===== src/rtl/mips_pkg.sv =====
// Shared MIPS pipeline definitions: datapath widths, WB control bit positions,
// MEM-stage FSM encoding and the MEM/WB payload record.
package mips_pkg;

    localparam int DATA_W = 32;
    localparam int REG_W  = 5;
    localparam int WB_W   = 2;
    localparam int CNT_W  = 8;

    // Bit positions inside the 2-bit writeback control field.
    localparam int WB_REGWRITE = 1;
    localparam int WB_MEMTOREG = 0;

    typedef enum logic {
        ST_IDLE   = 1'b0,
        ST_ACCESS = 1'b1
    } mem_state_e;

    typedef struct packed {
        logic [WB_W-1:0]   ctl;
        logic [DATA_W-1:0] rdata;
        logic [DATA_W-1:0] alu;
        logic [REG_W-1:0]  dest;
    } mem_wb_t;

    function automatic logic misaligned(input logic [DATA_W-1:0] addr);
        return addr[1:0] != 2'b00;
    endfunction

endpackage


===== src/rtl/mem_wb_reg.sv =====
// MEM/WB pipeline register. The payload only moves on ld; the valid bit
// follows ld every cycle so an unloaded slot turns into a bubble.
module mem_wb_reg
    import mips_pkg::*;
(
    input  logic    clk,
    input  logic    rst_n,
    input  logic    ld,
    input  mem_wb_t d,
    output logic    wb_valid,
    output mem_wb_t q
);

    logic    wb_valid_q;
    mem_wb_t q_q;
    mem_wb_t q_d;

    always_comb begin
        q_d = q_q;
        if (ld) q_d = d;
    end

    always_ff @(posedge clk or negedge rst_n) begin
        if (!rst_n) begin
            wb_valid_q <= 1'b0;
            q_q        <= '0;
        end else begin
            wb_valid_q <= ld;
            q_q        <= q_d;
        end
    end

    assign wb_valid = wb_valid_q;
    assign q        = q_q;

endmodule


===== src/rtl/mem_stage.sv =====
// MEM pipeline stage: issues one data-memory request per memory instruction,
// stalls upstream until ack or timeout, and loads the MEM/WB register.
module mem_stage
    import mips_pkg::*;
#(
    parameter int TIMEOUT = 16
) (
    input  logic              clk,
    input  logic              rst_n,
    input  logic              in_valid,
    input  logic [WB_W-1:0]   wb_ctl,
    input  logic              branch,
    input  logic              memread,
    input  logic              memwrite,
    input  logic [DATA_W-1:0] add_result,
    input  logic              zero,
    input  logic [DATA_W-1:0] alu_result,
    input  logic [DATA_W-1:0] rdata2,
    input  logic [REG_W-1:0]  dest_reg,
    output logic              mem_req,
    output logic              mem_we,
    output logic [DATA_W-1:0] mem_addr,
    output logic [DATA_W-1:0] mem_wdata,
    input  logic              mem_ack,
    input  logic [DATA_W-1:0] mem_rdata,
    output logic              stall,
    output logic              pcsrc,
    output logic [DATA_W-1:0] branch_target,
    output logic              wb_valid,
    output logic [WB_W-1:0]   wb_ctlout,
    output logic [DATA_W-1:0] read_data,
    output logic [DATA_W-1:0] alu_out,
    output logic [REG_W-1:0]  wb_dest,
    output logic              mem_err
);

    localparam logic [CNT_W-1:0] CNT_LIM = CNT_W'(TIMEOUT - 1);

    mem_state_e        state_q, state_d;
    logic [CNT_W-1:0]  cnt_q, cnt_d;
    logic              mem_req_q, mem_req_d;
    logic              mem_we_q, mem_we_d;
    logic [DATA_W-1:0] mem_addr_q, mem_addr_d;
    logic [DATA_W-1:0] mem_wdata_q, mem_wdata_d;
    logic              mem_err_q, mem_err_d;

    logic    start, bad, good_start, time_up, done;
    logic    wb_ld;
    mem_wb_t wb_d, wb_q;

    assign start      = in_valid & (memread | memwrite);
    assign bad        = misaligned(alu_result) | (memread & memwrite);
    assign good_start = start & ~bad;
    assign time_up    = (cnt_q == CNT_LIM);
    // Ack on the limit cycle wins: done covers both, error only without ack.
    assign done       = mem_ack | time_up;

    always_ff @(posedge clk or negedge rst_n) begin
        if (!rst_n) state_q <= ST_IDLE;
        else        state_q <= state_d;
    end

    always_comb begin
        state_d = state_q;
        case (state_q)
            ST_IDLE:   if (good_start) state_d = ST_ACCESS;
            ST_ACCESS: if (done)       state_d = ST_IDLE;
            default:   state_d = ST_IDLE;
        endcase
    end

    // Request registers are frozen for the whole access.
    always_comb begin
        cnt_d       = cnt_q;
        mem_req_d   = mem_req_q;
        mem_we_d    = mem_we_q;
        mem_addr_d  = mem_addr_q;
        mem_wdata_d = mem_wdata_q;
        if (state_q == ST_IDLE) begin
            if (good_start) begin
                cnt_d       = '0;
                mem_req_d   = 1'b1;
                mem_we_d    = memwrite;
                mem_addr_d  = alu_result;
                mem_wdata_d = rdata2;
            end
        end else if (done) begin
            mem_req_d = 1'b0;
            mem_we_d  = 1'b0;
        end else begin
            cnt_d = cnt_q + CNT_W'(1);
        end
    end

    always_comb begin
        stall      = 1'b0;
        wb_ld      = 1'b0;
        mem_err_d  = 1'b0;
        wb_d.ctl   = wb_ctl;
        wb_d.rdata = '0;
        wb_d.alu   = alu_result;
        wb_d.dest  = dest_reg;
        if (state_q == ST_IDLE) begin
            stall     = good_start;
            wb_ld     = in_valid & ~good_start;
            mem_err_d = start & bad;
        end else begin
            stall     = 1'b1;
            wb_ld     = done;
            mem_err_d = ~mem_ack & time_up;
            if (mem_ack) wb_d.rdata = mem_rdata;
        end
        if (mem_err_d) begin
            wb_d.ctl[WB_REGWRITE] = 1'b0;
            wb_d.ctl[WB_MEMTOREG] = 1'b0;
        end
    end

    always_ff @(posedge clk or negedge rst_n) begin
        if (!rst_n) begin
            cnt_q       <= '0;
            mem_req_q   <= 1'b0;
            mem_we_q    <= 1'b0;
            mem_addr_q  <= '0;
            mem_wdata_q <= '0;
            mem_err_q   <= 1'b0;
        end else begin
            cnt_q       <= cnt_d;
            mem_req_q   <= mem_req_d;
            mem_we_q    <= mem_we_d;
            mem_addr_q  <= mem_addr_d;
            mem_wdata_q <= mem_wdata_d;
            mem_err_q   <= mem_err_d;
        end
    end

    mem_wb_reg u_mem_wb (
        .clk      (clk),
        .rst_n    (rst_n),
        .ld       (wb_ld),
        .d        (wb_d),
        .wb_valid (wb_valid),
        .q        (wb_q)
    );

    assign mem_req       = mem_req_q;
    assign mem_we        = mem_we_q;
    assign mem_addr      = mem_addr_q;
    assign mem_wdata     = mem_wdata_q;
    assign mem_err       = mem_err_q;
    assign pcsrc         = in_valid & branch & zero & ~stall;
    assign branch_target = add_result;
    assign wb_ctlout     = wb_q.ctl;
    assign read_data     = wb_q.rdata;
    assign alu_out       = wb_q.alu;
    assign wb_dest       = wb_q.dest;

endmodule


===== config.mk =====
export PLATFORM = sky130hd
export DESIGN_NAME = mem_stage
export DESIGN_NICKNAME = d
export VERILOG_FILES = /design/src/rtl/mips_pkg.sv /design/src/rtl/mem_wb_reg.sv /design/src/rtl/mem_stage.sv
export SDC_FILE = /design/constraint.sdc
export NUM_CORES = 1
export LEC_CHECK = 0
export ABC_AREA = 1
export BUFFER_PORTS_ARGS = -buffer_cell sky130_fd_sc_hd__buf_2
export CORE_ASPECT_RATIO = 1.2
export CORE_UTILIZATION = 24
export DETAILED_ROUTE_END_ITERATION = 8
export PLACE_DENSITY_LB_ADDON = 0.2
export RECOVER_POWER = 100
export SLEW_MARGIN = 40
export SYNTH_ARGS = -nofsm -noshare
export SYNTH_HDL_FRONTEND = slang
export SYNTH_SLANG_ARGS = --single-unit

===== constraint.sdc =====
create_clock -name clk -period 4.03 [get_ports clk]
set_clock_uncertainty 0.2 [all_clocks]
set_input_delay 0.806 -clock clk [delete_from_list [all_inputs] [get_ports clk]]
set_output_delay 0.806 -clock clk [all_outputs]
set_load 0.05 [all_outputs]

==> results of run 1 <==
## cell usage after synthesis, drive strengths merged
cell type / n
nand2: 367
dfrtp: 148
nand3: 90
buf: 66
nor2: 20
inv: 16
clkbuf: 3
nand4: 2
nor3b: 2
o21ai: 2
ha: 1
o21bai: 1
xor2: 1
## routing by layer
layer  GRT usage [%]  share of wire [%]  vias up
met5               0              0.069        -
met4            5.61                1.9        2
met3            4.45                6.6       32
met2            23.5                 47      160
met1            17.8                 45     2446
li1                -                  -     2626
## registers in the layout (all words and copies together), names as in the netlist
signal,flops
mem_addr,32
mem_we,1
mem_wdata,32
mem_req,1
mem_err,1
u_mem_wb.wb_valid,1
u_mem_wb.q,71
state_q,1
cnt_q,8
## critical path, cell delays in order (launching register included)
cell and delay [ns]:
sky130_fd_sc_hd__dfrtp_1 0.43, sky130_fd_sc_hd__inv_1 0.36, sky130_fd_sc_hd__nand3_4 0.16, sky130_fd_sc_hd__nor2_1 0.14
sky130_fd_sc_hd__clkbuf_1 0.50
## cells by family (layout without fill, tap and decap cells)
| kind of cell | after synthesis | count (layout) | share of synthesized area (%) |
|---|---|---|---|
| AND/OR/NAND/NOR | 481 | 481 | 31.3 |
| flip-flops | 148 | 148 | 59.5 |
| AO/OA/AOI/OAI | 3 | 3 | 0.281 |
| buffers and inverters | 85 | 306 | 8.58 |
| XOR/XNOR | 1 | 1 | 0.141 |
| adder cells (fa/ha/maj) | 1 | 1 | 0.201 |
## path summary, 6_finish.rpt
kind / from / slack [ns] / end
worst min-delay path: mem_req$_DFFE_PN0P_ / 0.27 / mem_req$_DFFE_PN0P_
worst max-delay path: state_q$_DFF_PN0_ / 1.01 / pcsrc
worst min register to register: mem_req$_DFFE_PN0P_ / 0.27 / mem_req$_DFFE_PN0P_
worst max register to register: state_q$_DFF_PN0_ / 1.15 / mem_addr[4]$_DFFE_PN0P_
min in group asynchronous: rst_n / 0.69 / mem_addr[24]$_DFFE_PN0P_
max in group asynchronous: rst_n / 1.34 / u_mem_wb.q[35]$_DFFE_PN0P_
## final cells by class
class,count,share of cell area [%]
inverter,16,0.757
multi-input combinational,486,25.2
tap,330,5.21
timing repair buffer,258,14.4
sequential,148,46.7
clock buffer,19,5.46
clock inverter,13,2.30
## power by group through the flow
stage                     Combinational [mW]  Sequential, mW  Clock [mW]
final                                   1.37            1.83        1.69
after global routing                    1.47            1.87        1.80
after global placement                  1.45            1.85           0
after CTS                               1.45            1.83        1.75
after detailed placement                1.46            1.85           0
after floorplan                        0.347            2.62           0
## cells in the final DEF (no fill, tap or decap), types with 2 or more instances in the layout
| master | synthesis | final |
|---|---|---|
| sky130_fd_sc_hd__nor2_1 | 17 | 17 |
| sky130_fd_sc_hd__clkbuf_2 | 0 | 4 |
| sky130_fd_sc_hd__clkinv_2 | 0 | 3 |
| sky130_fd_sc_hd__dfrtp_1 | 148 | 148 |
| sky130_fd_sc_hd__nor3b_1 | 2 | 2 |
| sky130_fd_sc_hd__nor2_2 | 3 | 3 |
| sky130_fd_sc_hd__nand4_1 | 2 | 2 |
| sky130_fd_sc_hd__o21ai_0 | 1 | 2 |
| sky130_fd_sc_hd__nand2_1 | 367 | 366 |
| sky130_fd_sc_hd__clkbuf_1 | 3 | 143 |
| sky130_fd_sc_hd__bufinv_16 | 0 | 4 |
| sky130_fd_sc_hd__clkbuf_16 | 0 | 17 |
| sky130_fd_sc_hd__inv_1 | 13 | 13 |
| sky130_fd_sc_hd__clkinvlp_4 | 0 | 4 |
| sky130_fd_sc_hd__nand3_1 | 88 | 88 |
| sky130_fd_sc_hd__inv_2 | 3 | 3 |
| sky130_fd_sc_hd__buf_4 | 33 | 2 |
| sky130_fd_sc_hd__buf_2 | 25 | 109 |
## per-stage QoR
step | instance area, µm² | hold WS [ns] | setup WS (ns)
after global placement | 7530 | 0.257 | 1.13
after CTS | 8150 | 0.226 | 1.11
after floorplan | 6220 | 0.289 | 0.988
after detailed placement | 7540 | 0.259 | 1.12
final | 7930 | 0.271 | 1.01
after global routing | 7930 | 0.297 | 0.784
==> impl_summary.log, run 1 <==
[metrics] critical path required time: 3.02 ns
[metrics] portion of the post-synthesis area used by sequential elements: 59.5%
[metrics] pin slew with the least headroom to its limit: 1.90 ns
[metrics] Total Die Area: 26600 µm²
[metrics] Util after Layout: 31.1%
[metrics] wire length of the first global-routing pass: 29300 µm
[metrics] I/O Pins: 316
[metrics] number of H-tree branching levels: 4
[metrics] Max Cap Viol: 3
[metrics] leading area contributor after synthesis: sky130_fd_sc_hd__dfrtp_1
[metrics] average wire per standard cell: 14.8 µm
[metrics] P&R area growth vs syn: 27.4%
[metrics] clock input transition at the sequential cells of the worst setup and hold paths: 0.06 ns
[metrics] Synth Instances: 719
[metrics] switching fraction of total power: between 30% and 40%
[metrics] Port-buffer cells: about 250
[metrics] remaining routing DRC violations: 0
[metrics] Worst setup EP type: output port
[metrics] final-report hold violation count: 0
[metrics] number of iterations in the first detailed-routing pass: 4
[metrics] cell total after placement: 1238
[metrics] Die Span X: 149 µm
[metrics] Cell Count, Final, Fillers Out: roughly 1300
[metrics] initial detailed-routing violation count: 237
[metrics] grt total ovfl: 0
[metrics] reported net switching power: 1.91 mW
[metrics] power density relative to cell area: 617 nW/µm²
[metrics] area used by multi-input combinational logic: 2000 µm²
[metrics] share of the cycle needed by the critical path after routing: 74.8%
[metrics] average size of a mapped cell: 8.66 µm²
[metrics] vias after detailed routing: ~5300
[metrics] effective utilization at floorplan: about a quarter
[metrics] Hold Path Stages: 2
[metrics] total design power: 4.89 mW
[metrics] P_int: between 2 and 3 mW
[metrics] number of core rows: 64
[metrics] final weighted congestion of routability-driven global placement: 0.725
[metrics] Yosys top cell area share: between 50 and 60%
[metrics] depth of the worst register-to-register path: 6
[metrics] number of failing setup endpoints in the final timing report: 0
[metrics] placeable core area: roughly 25000 µm²
[metrics] Max transition margin: -26.5%
[metrics] Gate power share: 28.0%
[metrics] number of global-route vias before repair: 5328
[metrics] Sequential cell area: 3700 µm²
[metrics] proportion of power drawn by flip-flops and latches: 37.5%
[metrics] final routed wirelength across all metal layers: 18800 µm
[metrics] Clk pwr share: 34.5%
[metrics] Pins Over Slew Limit: around 190
[metrics] clock tree buffer depth: 2
[metrics] flop and latch count out of synthesis: roughly 150
[metrics] Worst IR Drop VDD: 0.232 mV
[metrics] Data arrival, critical path: 2.01 ns
[metrics] total standard cell area after synthesis: 6220 µm²
[metrics] failing checks: max-capacitance violations, max-slew violations
[metrics] leakage component of the power: around 4.2 nW
[metrics] drt via density: 4.15
[metrics] crit-path max FO: 12
[metrics] pin count of the biggest net entering global routing: 74
[metrics] antenna viol nets, final: 0
[metrics] CTS root buffer: sky130_fd_sc_hd__clkbuf_16
[metrics] detailed placement HPWL: 12000 µm
[metrics] clock sink count: 148
[metrics] Vert. Die Dim: 178 µm
[metrics] Clock Latency Late Sink: 0.42 ns
[metrics] Synth cell types: 19
[metrics] number of nets in the synthesized netlist: approximately 860
[metrics] fraction of layout cells with a size suffix above 1: 16.6%
[metrics] RSZ-0062 raised after global routing: no
[metrics] worst min-delay path class: register to register
[metrics] buffer count from post-CTS setup fixing: 0
[metrics] GRT Util Overall: 14.5%
[metrics] Critical Setup Path Class: register to output port
[metrics] yosys synthesis warning count: 0
[metrics] clock tree from TritonCTS: done
[metrics] count of antenna diodes in the layout: 0
[metrics] Max Freq: about 330 MHz
[metrics] ranking of synthesized cells by area: sky130_fd_sc_hd__dfrtp_1, sky130_fd_sc_hd__nand2_1, sky130_fd_sc_hd__nand3_1, sky130_fd_sc_hd__buf_4, sky130_fd_sc_hd__buf_2
[metrics] post-cts resize count: 0
[metrics] crit path time final: around 3.0 ns
[metrics] clock buffer count from CTS: 17
[metrics] kind of launch point of the worst setup path: register
[metrics] Fin Setup TNS: 0 ns
[metrics] hold-fix buffer count after cts: 0
[metrics] outcome: complete, but fails checks
[metrics] final-stage net count: 1071
[metrics] antenna violations before repair: 1
[metrics] filler instances: 2795
No activity file was read; power rests on OpenSTA's default activity.
==> inputs of run 2 (changes only) <==
ABC_AREA = 0   (was 1)
clock period = 2.8 ns   (was 4.03 ns; I/O delays follow)
==> run 2 against run 1 <==
  * The run now ends clean
  * Non-clock buffer count rose by 6
  * Sequential share of layout area rose by 1.4 points
  * Global-route usage fell by 2.3 points
  * Register-to-register slack got worse by 0.88 ns
  * Setup slack got worse by 0.74 ns
  * First-iteration DRC count fell by 46%
  * Routed wire length fell by 22%
  * Synthesized cell count fell by 45%
  * Via count fell by 22%
==> impl_summary.log, run 2 <==
[metrics] outcome: finished clean
[metrics] GRT Util Overall: around an eighth
[metrics] commonest non-fill, non-tap cell in the layout: sky130_fd_sc_hd__dfrtp_1
[metrics] Data arrival, critical path: 2.62 ns
[metrics] Port-buffer cells: approximately 250
[metrics] Vert. Die Dim: 173 µm
[metrics] clock input transition at the sequential cells of the worst setup and hold paths: around 0.060 ns
[metrics] WL met3: 1000 µm
[metrics] Clock Latency Late Sink: 0.41 ns
[metrics] number of H-tree branching levels: 4
[metrics] drt via density: 4.27
[metrics] critical path required time: between 2 and 3 ns
[metrics] leading cell types in the layout, fill and taps excluded: sky130_fd_sc_hd__dfrtp_1, sky130_fd_sc_hd__clkbuf_1, sky130_fd_sc_hd__buf_2
[metrics] clock tree from TritonCTS: done
[metrics] buffer count from post-CTS setup fixing: 0
[metrics] final-report hold violation count: 0
[metrics] count of antenna diodes in the layout: 0
[metrics] pin count of the biggest net entering global routing: 58
[metrics] ys async rst share: between 90% and 100%
[metrics] number of global-route vias before repair: 4359
[metrics] Worst path top cell family by delay: simple AND/OR/NAND/NOR gates
[metrics] initial detailed-routing violation count: 127
[metrics] pin slew with the least headroom to its limit: between 1 and 1.5 ns
[metrics] CP max stage delay: around 0.47 ns
[metrics] Fin Setup TNS: 0 ns
[metrics] kind of launch point of the worst setup path: register
[metrics] grt total ovfl: 0
[metrics] Crit. path cell count: 6
[metrics] smallest setup slack after layout: between 0.2 and 0.3 ns
[metrics] most instantiated flip-flop cell in the synthesis netlist: sky130_fd_sc_hd__dfrtp_1
[metrics] crit-path max FO: 30
[metrics] Max transition margin: roughly 2.8%
[metrics] average wire per standard cell: 15.3 µm
[metrics] critical path, cell by cell: nor4_1, a31oi_1, and2_0, inv_1, buf_12, mux2_2
[metrics] metal1 wirelength: about 5700 µm
[metrics] total standard cell area after synthesis: 5870 µm²
[metrics] antenna viol nets, final: 0
[metrics] Max Freq: 395 MHz
[metrics] final routed wirelength across all metal layers: 14700 µm
[metrics] average size of a mapped cell: 14.7 µm²
[metrics] vias after detailed routing: 4108
[metrics] effective utilization at floorplan: 24.5%
[metrics] Worst setup EP type: register
[metrics] met2 layer wire length in the routed design: 7600 µm
[metrics] Max Cap Viol: 0
[metrics] destination of the worst register-to-register timing path: u_mem_wb.q[7]$_DFFE_PN0P_
[metrics] number of failing setup endpoints in the final timing report: 0
[metrics] first element of the critical path: cnt_q[4]$_DFFE_PN0P_
[metrics] Critical Setup Path Class: register to register
[metrics] portion of the post-synthesis area used by sequential elements: 63.1%
[metrics] number of flip-flops in the largest register: 71
[metrics] number of core rows: 62
[metrics] slowest stage cell on the critical path: sky130_fd_sc_hd__nor4_1
[metrics] Post-synth EDFFs: 0
[metrics] number of buffers and inverters on the critical path: 2
[metrics] wire length of the first global-routing pass: 23100 µm
[metrics] I/O Pins: approximately 320
[metrics] number of nets in the synthesized netlist: 542
[metrics] leading area contributor after synthesis: sky130_fd_sc_hd__dfrtp_1
[metrics] depth of the worst register-to-register path: 6
[metrics] most frequent cell after synthesis: sky130_fd_sc_hd__dfrtp_1
[metrics] number of iterations in the first detailed-routing pass: 4
[metrics] final-stage net count: slightly below 800
[metrics] capturing element of the worst setup path: u_mem_wb.q[7]$_DFFE_PN0P_
[metrics] most numerous cell types in the synthesized netlist: sky130_fd_sc_hd__dfrtp_1, sky130_fd_sc_hd__mux2_2, sky130_fd_sc_hd__a22o_1
[metrics] Util after Layout: 32.1%
[metrics] Total Die Area: 25100 µm²
[metrics] launch instance of the worst register-to-register path: cnt_q[4]$_DFFE_PN0P_
[metrics] antenna violations before repair: 0
[metrics] remaining routing DRC violations: 0
[metrics] P&R area growth vs syn: 31.3%
[metrics] post-cts resize count: 0
[metrics] worst min-delay path class: input pin to register
[metrics] final weighted congestion of routability-driven global placement: 0.764
[metrics] fraction of layout cells with a size suffix above 1: 35.4%
[metrics] detailed placement HPWL: 10600 µm
[metrics] clock buffer count from CTS: 17
[metrics] Synth Instances: 398
[metrics] crit path time final: 2.53 ns
[metrics] clock tree buffer depth: 2
[metrics] worst setup slack after placement: 0.421 ns
[metrics] max layer used: met4
[metrics] placeable core area: about 24000 µm²
[metrics] share of the cycle needed by the critical path after routing: 90.4%
[metrics] RSZ-0062 raised after global routing: no
[metrics] yosys synthesis warning count: 0
[metrics] Synth cell types: 36
[metrics] flop and latch count out of synthesis: 148
[metrics] CTS root buffer: sky130_fd_sc_hd__clkbuf_16
[metrics] Pins Over Slew Limit: 0
[metrics] clock sink count: ~150
[metrics] R2R Setup Slk: 0.27 ns
[metrics] Yosys top cell area share: 63.1%
[metrics] Die Span X: about 140 µm
[metrics] ranking of synthesized cells by area: sky130_fd_sc_hd__dfrtp_1, sky130_fd_sc_hd__mux2_2, sky130_fd_sc_hd__mux2_1, sky130_fd_sc_hd__a22o_1, sky130_fd_sc_hd__buf_4
==> run 2: changes by cell type after synthesis, moves of 5 or more <==
cell / delta
sky130_fd_sc_hd__nand2_1: -357
sky130_fd_sc_hd__mux2_2: +72
sky130_fd_sc_hd__inv_1: -7
sky130_fd_sc_hd__nand3_1: -84
sky130_fd_sc_hd__a22o_1: +36
sky130_fd_sc_hd__nor2_1: -13
sky130_fd_sc_hd__buf_2: -14
sky130_fd_sc_hd__mux2_1: +29
sky130_fd_sc_hd__buf_6: -5
==> run 2: through the flow <==
stage	cells	hold WS [ns]	cell area [µm²]
floorplan	398	0.0644	5870
global placement	929	0.262	7310
detailed placement	929	0.271	7310
CTS	962	0.141	7910
global route	962	0.142	7710
finish	962	0.163	7710
==> run 2: area by class of cell <==
class	count	area, µm²
Clock inverter	13	146
Sequential cell	148	3700
Multi-Input combinational cell	191	1770
Tap cell	320	400
Fill cell	2502	16300
Inverter	7	26.3
Clock buffer	19	443
Timing Repair Buffer	264	1210
==> run 2: per-layer routing <==
layer | GRT usage, % | vias to the layer above
met2 | 21.4 | 151
met3 | 3.73 | 33
li1 | - | 1862
met5 | 0 | -
met4 | 5.83 | 0
met1 | 13.0 | 2062
==> run 2: cells by family after synthesis <==
family	count (synthesis)	synth area share [%]
AO/OA/AOI/OAI	51	7.19
multiplexers	101	19.4
XOR/XNOR	1	0.149
AND/OR/NAND/NOR	37	3.43
adder cells (fa/ha/maj)	1	0.213
buffers and inverters	59	6.50
flip-flops	148	63.1
==> run 2: worst min-delay path by stage <==
stage | endpoint | cells past startpoint | slack [ns] | from
after floorplan | cnt_q[0]$_DFFE_PN0P_ | 0 | 0.06 | rst_n
after global placement | u_mem_wb.q[13]$_DFFE_PN0P_ | 1 | 0.26 | u_mem_wb.q[13]$_DFFE_PN0P_
after detailed placement | u_mem_wb.q[35]$_DFFE_PN0P_ | 1 | 0.27 | u_mem_wb.q[35]$_DFFE_PN0P_
after CTS | u_mem_wb.q[0]$_DFFE_PN0P_ | 2 | 0.14 | dest_reg[0]
after global routing | mem_wdata[4]$_DFFE_PN0P_ | 2 | 0.14 | rdata2[4]
final | u_mem_wb.q[0]$_DFFE_PN0P_ | 2 | 0.16 | dest_reg[0]
==> run 2: worst reg2reg max path, stage by stage, from the launching register on <==
cell                      delay [ns]
sky130_fd_sc_hd__dfrtp_1        0.41
sky130_fd_sc_hd__nor4_1         0.48
sky130_fd_sc_hd__a31oi_1        0.18
sky130_fd_sc_hd__and2_0         0.24
sky130_fd_sc_hd__inv_1          0.28
sky130_fd_sc_hd__buf_12         0.25
sky130_fd_sc_hd__mux2_2         0.38
==> run 2: repair_timing <==
action / CTS / global route
hold endpoints to repair: 53 / 0
endpoints found under the setup margin: 0 / 0
hold buffers: 1 / 0
Power of run 2 is not shown: default switching activity piles up to over one toggle a cycle in this logic, so the estimate is an artifact.
